File: config.mk
export PLATFORM = sky130hd
export DESIGN_NAME = adc_capture_sequencer
export DESIGN_NICKNAME = d
export VERILOG_FILES = /design/src/rtl/adc_seq_defs.sv /design/src/rtl/adc_ch_ctrl.sv /design/src/rtl/adc_capture_sequencer.sv
export SDC_FILE = /design/constraint.sdc
export NUM_CORES = 1
export LEC_CHECK = 0
export CORE_MARGIN = 2
export CORE_UTILIZATION = 50
export CTS_BUF_LIST = sky130_fd_sc_hd__clkbuf_2 sky130_fd_sc_hd__clkbuf_4 sky130_fd_sc_hd__clkbuf_8
export CTS_CLUSTER_SIZE = 20
export DETAILED_ROUTE_END_ITERATION = 8
export GPL_TIMING_DRIVEN = 0
export PLACE_DENSITY = 0.84
export SYNTH_ARGS = -nofsm -noshare
export SYNTH_HDL_FRONTEND = slang
export SYNTH_SLANG_ARGS = --single-unit
File: constraint.sdc
create_clock -name adc_clk -period 3.4 [get_ports adc_clk]
set_clock_uncertainty 0.1 [all_clocks]
set_input_delay 0.51 -clock adc_clk [delete_from_list [all_inputs] [get_ports adc_clk]]
set_output_delay 0.51 -clock adc_clk [all_outputs]
set_load 0.02 [all_outputs]
File: src/rtl/adc_seq_defs.sv
// Shared definitions for the multi-channel ADC capture sequencer.
// State encodings, on/off levels and counter width helper.
package adc_seq_defs;

  typedef enum logic [1:0] {
    ST_IDLE      = 2'b00,
    ST_WAIT_DONE = 2'b01,
    ST_RESET     = 2'b10,
    ST_REARM     = 2'b11
  } ch_state_t;

  localparam logic ON  = 1'b1;
  localparam logic OFF = 1'b0;

  // Bits needed to count 0 .. n-1, never less than one.
  function automatic int cnt_w(input int n);
    return (n < 2) ? 1 : $clog2(n);
  endfunction

endpackage

File: src/rtl/adc_ch_ctrl.sv
// Single-channel ADC done/valid/reset sequencer with
// no-done timeout and programmable reset pulse length.
module adc_ch_ctrl
  import adc_seq_defs::*;
#(
  parameter int DATA_W         = 14,
  parameter int RST_CYCLES     = 2,
  parameter int TIMEOUT_CYCLES = 1024
) (
  input  logic              clk,
  input  logic              rst_n,
  input  logic              enable,
  input  logic              oneshot,
  input  logic              start,
  input  logic              mask,
  input  logic              done,
  input  logic [DATA_W-1:0] sample,
  input  logic              clear_err,
  output logic [DATA_W-1:0] data,
  output logic              valid,
  output logic              adc_rst,
  output logic              err,
  output ch_state_t         state
);

  localparam int TW = cnt_w(TIMEOUT_CYCLES);
  localparam int RW = cnt_w(RST_CYCLES);
  localparam bit TO_EN = (TIMEOUT_CYCLES != 0);
  localparam logic [TW-1:0] TO_LAST = TW'(TIMEOUT_CYCLES - 1);
  localparam logic [RW-1:0] RST_LOAD = RW'(RST_CYCLES - 1);

  logic          done_q;
  logic [TW-1:0] timer;
  logic [RW-1:0] rcnt;
  logic          rise;

  assign rise = done && !done_q;

  always_ff @(posedge clk or negedge rst_n) begin
    if (!rst_n) begin
      state   <= ST_IDLE;
      done_q  <= OFF;
      timer   <= '0;
      rcnt    <= '0;
      data    <= '0;
      valid   <= OFF;
      adc_rst <= OFF;
      err     <= OFF;
    end else begin
      done_q <= done;
      valid  <= OFF;
      if (clear_err) err <= OFF;
      if (!enable) begin
        state   <= ST_IDLE;
        adc_rst <= OFF;
      end else begin
        unique case (state)
          ST_IDLE: begin
            if (mask && (!oneshot || start)) begin
              state <= ST_WAIT_DONE;
              timer <= '0;
            end
          end
          ST_WAIT_DONE: begin
            // A done edge wins over a coincident timeout.
            if (rise) begin
              data    <= sample;
              valid   <= ON;
              adc_rst <= ON;
              rcnt    <= RST_LOAD;
              state   <= ST_RESET;
            end else if (TO_EN && timer == TO_LAST) begin
              err     <= ON;
              adc_rst <= ON;
              rcnt    <= RST_LOAD;
              state   <= ST_RESET;
            end else begin
              timer <= timer + 1'b1;
            end
          end
          ST_RESET: begin
            if (rcnt == '0) begin
              adc_rst <= OFF;
              state   <= ST_REARM;
            end else begin
              rcnt <= rcnt - 1'b1;
            end
          end
          ST_REARM: begin
            // Hold here while a stale done is still high.
            if (!done) begin
              if (!oneshot && mask) begin
                state <= ST_WAIT_DONE;
                timer <= '0;
              end else begin
                state <= ST_IDLE;
              end
            end
          end
          default: state <= ST_IDLE;
        endcase
      end
    end
  end

endmodule

File: src/rtl/adc_capture_sequencer.sv
// Multi-channel ADC capture sequencer: per-channel FSMs plus
// frame-completion tracking across the masked channels.
module adc_capture_sequencer
  import adc_seq_defs::*;
#(
  parameter int NUM_CH         = 4,
  parameter int DATA_W         = 14,
  parameter int RST_CYCLES     = 2,
  parameter int TIMEOUT_CYCLES = 1024
) (
  input  logic                     adc_clk,
  input  logic                     rst_n,
  input  logic                     enable,
  input  logic                     oneshot,
  input  logic                     start,
  input  logic [NUM_CH-1:0]        ch_mask,
  input  logic [NUM_CH-1:0]        done,
  input  logic [NUM_CH*DATA_W-1:0] adc_data,
  input  logic                     clear_err,
  output logic [NUM_CH*DATA_W-1:0] ch_data,
  output logic [NUM_CH-1:0]        ch_valid,
  output logic [NUM_CH-1:0]        adc_rst,
  output logic [NUM_CH-1:0]        timeout_err,
  output logic                     frame_valid,
  output logic [NUM_CH*2-1:0]      ch_state
);

  logic [NUM_CH-1:0] captured;
  logic              frame_hit;

  for (genvar i = 0; i < NUM_CH; i++) begin : g_ch
    ch_state_t st;

    adc_ch_ctrl #(
      .DATA_W         (DATA_W),
      .RST_CYCLES     (RST_CYCLES),
      .TIMEOUT_CYCLES (TIMEOUT_CYCLES)
    ) u_ch (
      .clk       (adc_clk),
      .rst_n     (rst_n),
      .enable    (enable),
      .oneshot   (oneshot),
      .start     (start),
      .mask      (ch_mask[i]),
      .done      (done[i]),
      .sample    (adc_data[i*DATA_W +: DATA_W]),
      .clear_err (clear_err),
      .data      (ch_data[i*DATA_W +: DATA_W]),
      .valid     (ch_valid[i]),
      .adc_rst   (adc_rst[i]),
      .err       (timeout_err[i]),
      .state     (st)
    );

    assign ch_state[i*2 +: 2] = st;
  end

  assign frame_hit = (ch_mask != '0) &&
    (((captured | ch_valid) & ch_mask) == ch_mask);

  // Captures landing in the completing cycle seed the next frame.
  always_ff @(posedge adc_clk or negedge rst_n) begin
    if (!rst_n) begin
      captured    <= '0;
      frame_valid <= OFF;
    end else begin
      frame_valid <= frame_hit;
      captured    <= frame_hit ? ch_valid : (captured | ch_valid);
    end
  end

endmodule

==> flow_summary.toml, run 1 <==
[route]
drtAntennaViolNets = 0
routed_wl_mm = 17.4
vias_per_cell = 5.96
dr_total_vias = 5839
dr.pass1.iters = 6
drc = 0
post_drt_wl_per_cell_um = 17.7
first_iter_violations = 466

[logic_synthesis]
ys_warn_count = 0
ys_ff_latch = 129
ys_types = 73
synthArstFlopShare_pct = 100
synth_nets = 714
syn_avg_cell_area_sq_um = 10.9
ys.flop_type = "dfrtp_1"
synth_top_cell_by_area = "dfrtp_1"
synthesis.instances = 624
netlist_area_sq_mm = 0.00679
synth_area_leaders = "dfrtp_1, mux2_2, ha_1"
yosysTopAreaCellShare_pct = 47.5
ys_seq_area_share_pct = 47.5
synth_edf_count = 0

[pwr]
max-vdd-ir-drop_uv = 532
seq_power_share_pct = 34.4
p_per_area_mw_per_mm2 = 774
p_leak_nw = 3.89
p_int_mw = 4.28
swShare_pct = 38.1
power_switching_mw = 2.63
comb_power_share_pct = 46.3
clkPwrFrac_pct = 19.3

[placed_design]
io_buffers = 146
pre_cts_slack_ps = 706
post-dp-hpwl_mm = 12.6
finalWeightedCongestion = 0.895
place_inst = 947

[die]
row_count = 42
pin_count = 147
start_util_pct = 51.3
die_w_um = 121
core_sq_mm = 0.0132
die_area_sq_mm = 0.0145
die_h_um = 121

[sta]
drv_slew = 0
min_period_ps = 2290
fin_ws_ps = 1110
max_freq_mhz = 436
worst_pin_slew_ps = 708
fin_crit_sh_pct = 67.5
setup_viol = 0
relSlewSlack_pct = 52.8
grt_setup_unrepaired = "no"
hold_ws_ps = 379
hold_violations = 0

[clock_network]
cts_tree = "yes"
cts_resized = 0
clk_latency_ps = 440
numCtsBuffers = 17
post_cts_buffers = 0
cts_root_buf = "clkbuf_8"
cts_hold_buf = 1
clk_pin_slew_worst_paths_ps = 70
cts-htree-levels = 4
clockBufferDepth = 2
clock-sinks = 129

[hold_path]
worstHoldPathType = "reg2reg"
holdCritStartpoint = "captured[3]"

[final_layout]
multi_input_area_sq_mm = 0.00319
register_area_sq_mm = 0.00323
area_growth_pct = 31.4
n_antenna_cell = 0
drive_above_1_share_pct = 18.9
final_cells = 980
filler_cell_count = 1018
final_nets = 881

[global_routing]
grt_use_total_pct = 24.9
grt.overflow.total = 0
antenna_found_initial = 0
grt_first_pass_wirelength_mm = 28.7
grt_pass1_vias = 5937
grt_max_degree = 85

[setup_path]
worst_setup_path_start_kind = "input port"
worstReg2RegStart = "g_ch[2].u_ch.state[1]"
startpoint = "enable"
required_ps = 3660
path_max_fanout = 10
critPathKind = "in2reg"
worstPathArrival_ps = 2550
cp-end-kind = "flip-flop"

[status]
outcome = "finished, final reports clean"

[job]
cap_viol_max_count = 0
## synth_stat cells, types with 8 or more instances
| library cell | number |
|---|---|
| mux2_2 | 57 |
| nand3_1 | 23 |
| o31ai_1 | 12 |
| dfrtp_1 | 129 |
| a21oi_1 | 26 |
| nand2_1 | 45 |
| ha_1 | 20 |
| nand4_1 | 13 |
| a41oi_1 | 12 |
| and3_1 | 19 |
| inv_1 | 37 |
| buf_4 | 14 |
| o21ai_0 | 19 |
| nor3_1 | 11 |
| mux2i_1 | 8 |
| buf_2 | 18 |
| a31oi_1 | 18 |
| nor2_1 | 18 |
## worst max-delay path, stage by stage
cell             delay (ps)
clkdlybuf4s50_1         510
buf_4                   210
clkbuf_1                440
clkbuf_1                480
o21ai_0                 200
mux2i_1                 200
## metal layers
metal	vias to the layer above	share of wire (%)	track usage, %
met2	245	50	42.3
met1	2892	40	29.2
met5	-	0	0
met3	38	7.9	8.11
met4	0	2.3	9.74
li1	2664	-	-
## layout by cell type, fill, tap and decap left out, drive strengths merged, types with 3 or more instances in the layout
master	netlist	layout
dfrtp	129	129
mux2	57	57
a21oi	27	27
nand2b	7	7
o211ai	5	5
buf	34	36
and4	3	3
ha	20	20
clkinvlp	0	4
o21ai	19	19
a21o	5	5
a31o	5	5
and3	19	19
a41oi	12	12
nand2	45	45
inv	37	37
o22ai	5	5
a22o	4	4
mux2i	8	8
nor3	13	13
o31ai	12	12
and2	4	4
a211o	5	5
clkinv	0	3
nor2	19	19
nand3	24	24
nand4	16	16
nor2b	7	7
clkdlybuf4s50	0	145
o311ai	4	4
a31oi	18	18
a311oi	5	5
a221oi	9	9
nor4	5	5
o41ai	6	6
clkbuf	7	30
a211oi	4	4
## sequential cells by signal (all words and copies together) (netlist names)
name,cells
captured,4
frame_valid,1
g_ch.u_ch.adc_rst,4
g_ch.u_ch.data,56
g_ch.u_ch.done_q,4
g_ch.u_ch.err,4
g_ch.u_ch.rcnt,4
g_ch.u_ch.state,8
g_ch.u_ch.timer,40
g_ch.u_ch.valid,4
## path summary, 6_finish.rpt
| check | end | slack [ps] | depth (start not counted) |
|---|---|---|---|
| max in group asynchronous | g_ch[3].u_ch.timer[5] | 2000 | 3 |
| worst min-delay path | captured[3] | 380 | 1 |
| worst min register to register | captured[3] | 380 | 1 |
| worst max-delay path | g_ch[3].u_ch.state[0] | 1110 | 6 |
| worst max register to register | g_ch[2].u_ch.timer[1] | 1170 | 7 |
| min in group asynchronous | g_ch[1].u_ch.timer[1] | 450 | 2 |
## power groups by stage
stage	Combinational [mW]	Sequential, mW	Clock [mW]
2_1_floorplan	1.44	2.78	0
3_3_place_gp	3.06	2.36	0
3_5_place_dp	3.17	2.39	0
5_1_grt	3.43	2.45	1.43
6_report	3.20	2.38	1.33
4_1_cts	3.20	2.38	1.36
## cell families (layout without fill, tap and decap cells)
kind of cell,after synthesis,in the layout,share of synthesized area (%)
AND/OR/NAND/NOR,174,174,14.5
AO/OA/AOI/OAI,158,158,18.1
flip-flops,129,129,47.5
buffers and inverters,78,258,5.53
multiplexers,65,65,10.6
adder cells (fa/ha/maj),20,20,3.68
## through the flow
stage | area, sq um | setup TNS (ps) | util [%] | total power, mW
global placement | 8470 | -411210 | 64.0 | 5.42
CTS | 8920 | 0 | 67.4 | 6.94
floorplan | 6790 | 0 | - | 4.22
detailed placement | 8500 | 0 | 64.2 | 5.56
global route | 8920 | 0 | 67.4 | 7.31
finish | 8920 | 0 | 67.4 | 6.91
## final cells by class
cell class                      instances  area share [%]
Sequential cell                       129            36.2
Multi-Input combinational cell        417            35.7
Timing Repair Buffer                  148            16.8
Clock buffer                           23            3.41
Buffer                                 41            2.65
Tap cell                              176            2.47
Inverter                               37            1.56
Clock inverter                          9            1.18
Note: power is estimated with default switching activity, not from simulation.
==> run 2, diff against run 1 <==
==> constraint.sdc (replaced) <==
create_clock -name adc_clk -period 2.2 [get_ports adc_clk]
set_clock_uncertainty 0.1 [all_clocks]
set_input_delay 0.33 -clock adc_clk [delete_from_list [all_inputs] [get_ports adc_clk]]
set_output_delay 0.33 -clock adc_clk [all_outputs]
set_load 0.02 [all_outputs]
==> flow_summary.toml, run 2 (synthesis results as in run 1) <==
[setup_path]
cp-end-kind = "flip-flop"
critPathKind = "in2reg"
crit_path_end = "g_ch[3].u_ch.state[0]"
r2r_end = "g_ch[1].u_ch.state[1]"
rr_worst_depth = 5
worstReg2RegStart = "g_ch[1].u_ch.timer[0]"
worst_setup_path_start_kind = "input port"
r2r_slack_ps = 100
path_max_fanout = 10
worstPathArrival_ps = 2390
startpoint = "enable"
required_ps = 2460

[clock_network]
numCtsBuffers = 17
clockBufferDepth = 2
clk_latency_ps = 450
cts_tree = "yes"
cts_root_buf = "clkbuf_8"
cts-htree-levels = 4
clk_pin_slew_worst_paths_ps = 80
clock-sinks = 129

[global_routing]
grt.overflow.total = 0
busiest_layer = "met2"
grt_first_pass_wirelength_mm = 28.8
grt_use_total_pct = 25.0
grt.met3_usage_pct = 8.16
grt_max_degree = 85
use_met1_pct = 29.4
gr-usage-met2_pct = 42.3
antenna_found_initial = 0
grt_pass1_vias = 5945

[route]
drtAntennaViolNets = 0
drc = 0
post_drt_wl_per_cell_um = 17.9
vias_per_cell = 5.92
dr.pass1.iters = 6
dr_total_vias = 5802
routed_wl_mm = 17.6
first_iter_violations = 459

[die]
die_area_sq_mm = 0.0145
die_w_um = 121
start_util_pct = 51.3
row_count = 42
die_h_um = 121
core_sq_mm = 0.0132
pin_count = 147

[final_layout]
final_common_cell = "clkdlybuf4s50_1"
layout_common_cells = "clkdlybuf4s50_1, dfrtp_1, mux2_2"
largest_reg_flops = 56
top_register = "g_ch.u_ch.data"
multi_input_area_sq_mm = 0.00324
area_growth_pct = 32.5
final_nets = 881
drive_above_1_share_pct = 20.1
post-route-util_pct = 67.9
top_regs = "g_ch.u_ch.data: 56 flops, g_ch.u_ch.timer: 40 flops, g_ch.u_ch.state: 8 flops"
n_antenna_cell = 0
register_area_sq_mm = 0.00323
filler_cell_count = 1007

[sta]
relSlewSlack_pct = 64.2
setup_viol = 0
grt_setup_unrepaired = "no"
min_period_ps = 2130
fin_crit_sh_pct = 96.8
max_freq_mhz = 470
fin_setup_tns_ps = 0
drv_slew = 0
fin_ws_ps = 71.2
worst_pin_slew_ps = 538
hold_violations = 0

[placed_design]
post-dp-hpwl_mm = 12.6
pre_cts_slack_ps = -314
finalWeightedCongestion = 0.895
io_buffers = 146

[pwr]
p_leak_nw = 3.90
p_per_area_mw_per_mm2 = 1200
max-vdd-ir-drop_uv = 827

[job]
cap_viol_max_count = 0

[hold_path]
worstHoldPathType = "in2async"

[status]
outcome = "finished, final reports clean"
==> run 2: critical path, cell delays in order <==
cell             delay [ps]
clkdlybuf4s50_1         510
buf_4                   230
clkbuf_1                440
clkbuf_1                490
o21ai_0                 190
mux2i_1                 200
==> run 2: routing by layer <==
layer / wire length, um / up-vias
met1: 6990 / 2860
met4: 393 / 0
met3: 1360 / 36
met2: 8830 / 242
li1: - / 2664
met5: 0 / -
==> run 2: area by class of cell <==
type,instances,area share (%)
Tap cell,176,2.45
Clock inverter,9,1.17
Clock buffer,23,3.38
Timing Repair Buffer,149,16.8
Multi-Input combinational cell,417,36.1
Inverter,37,1.54
Sequential cell,129,35.9
Buffer,40,2.75
==> run 2: report_power, final <==
part           switching (mW)  internal, mW  total, mW  leakage (nW)
clock                   0.922          1.15       2.07         0.201
combinational            2.64          2.40       5.04          2.03
sequential              0.565          3.12       3.68          1.66
==> run 2: metrics by stage <==
step	power (mW)	hold WS, ps	instances	area, sq um
2_1_floorplan	6.52	-65.6	624	6790
3_3_place_gp	8.38	359	946	8470
3_5_place_dp	8.60	188	947	8500
4_1_cts	10.7	264	980	8940
5_1_grt	11.4	286	980	9000
6_report	10.8	258	980	9000
==> run 2: worst min-delay path by stage <==
stage | to | slack, ps | depth (start not counted)
5_1_grt | g_ch[1].u_ch.timer[1] | 290 | 2
3_3_place_gp | captured[0] | 360 | 1
2_1_floorplan | captured[0] | -70 | 0
4_1_cts | g_ch[1].u_ch.timer[1] | 260 | 2
6_report | g_ch[1].u_ch.timer[1] | 260 | 2
3_5_place_dp | g_ch[1].u_ch.timer[1] | 190 | 1
==> run 2: what timing repair did <==
action,4_1_cts,5_1_grt
gates cloned,0,0
endpoints found under the hold margin,45,0
setup buffers,0,1
hold buffers,1,0
endpoints found under the setup margin,4,29
resized for setup,4,15
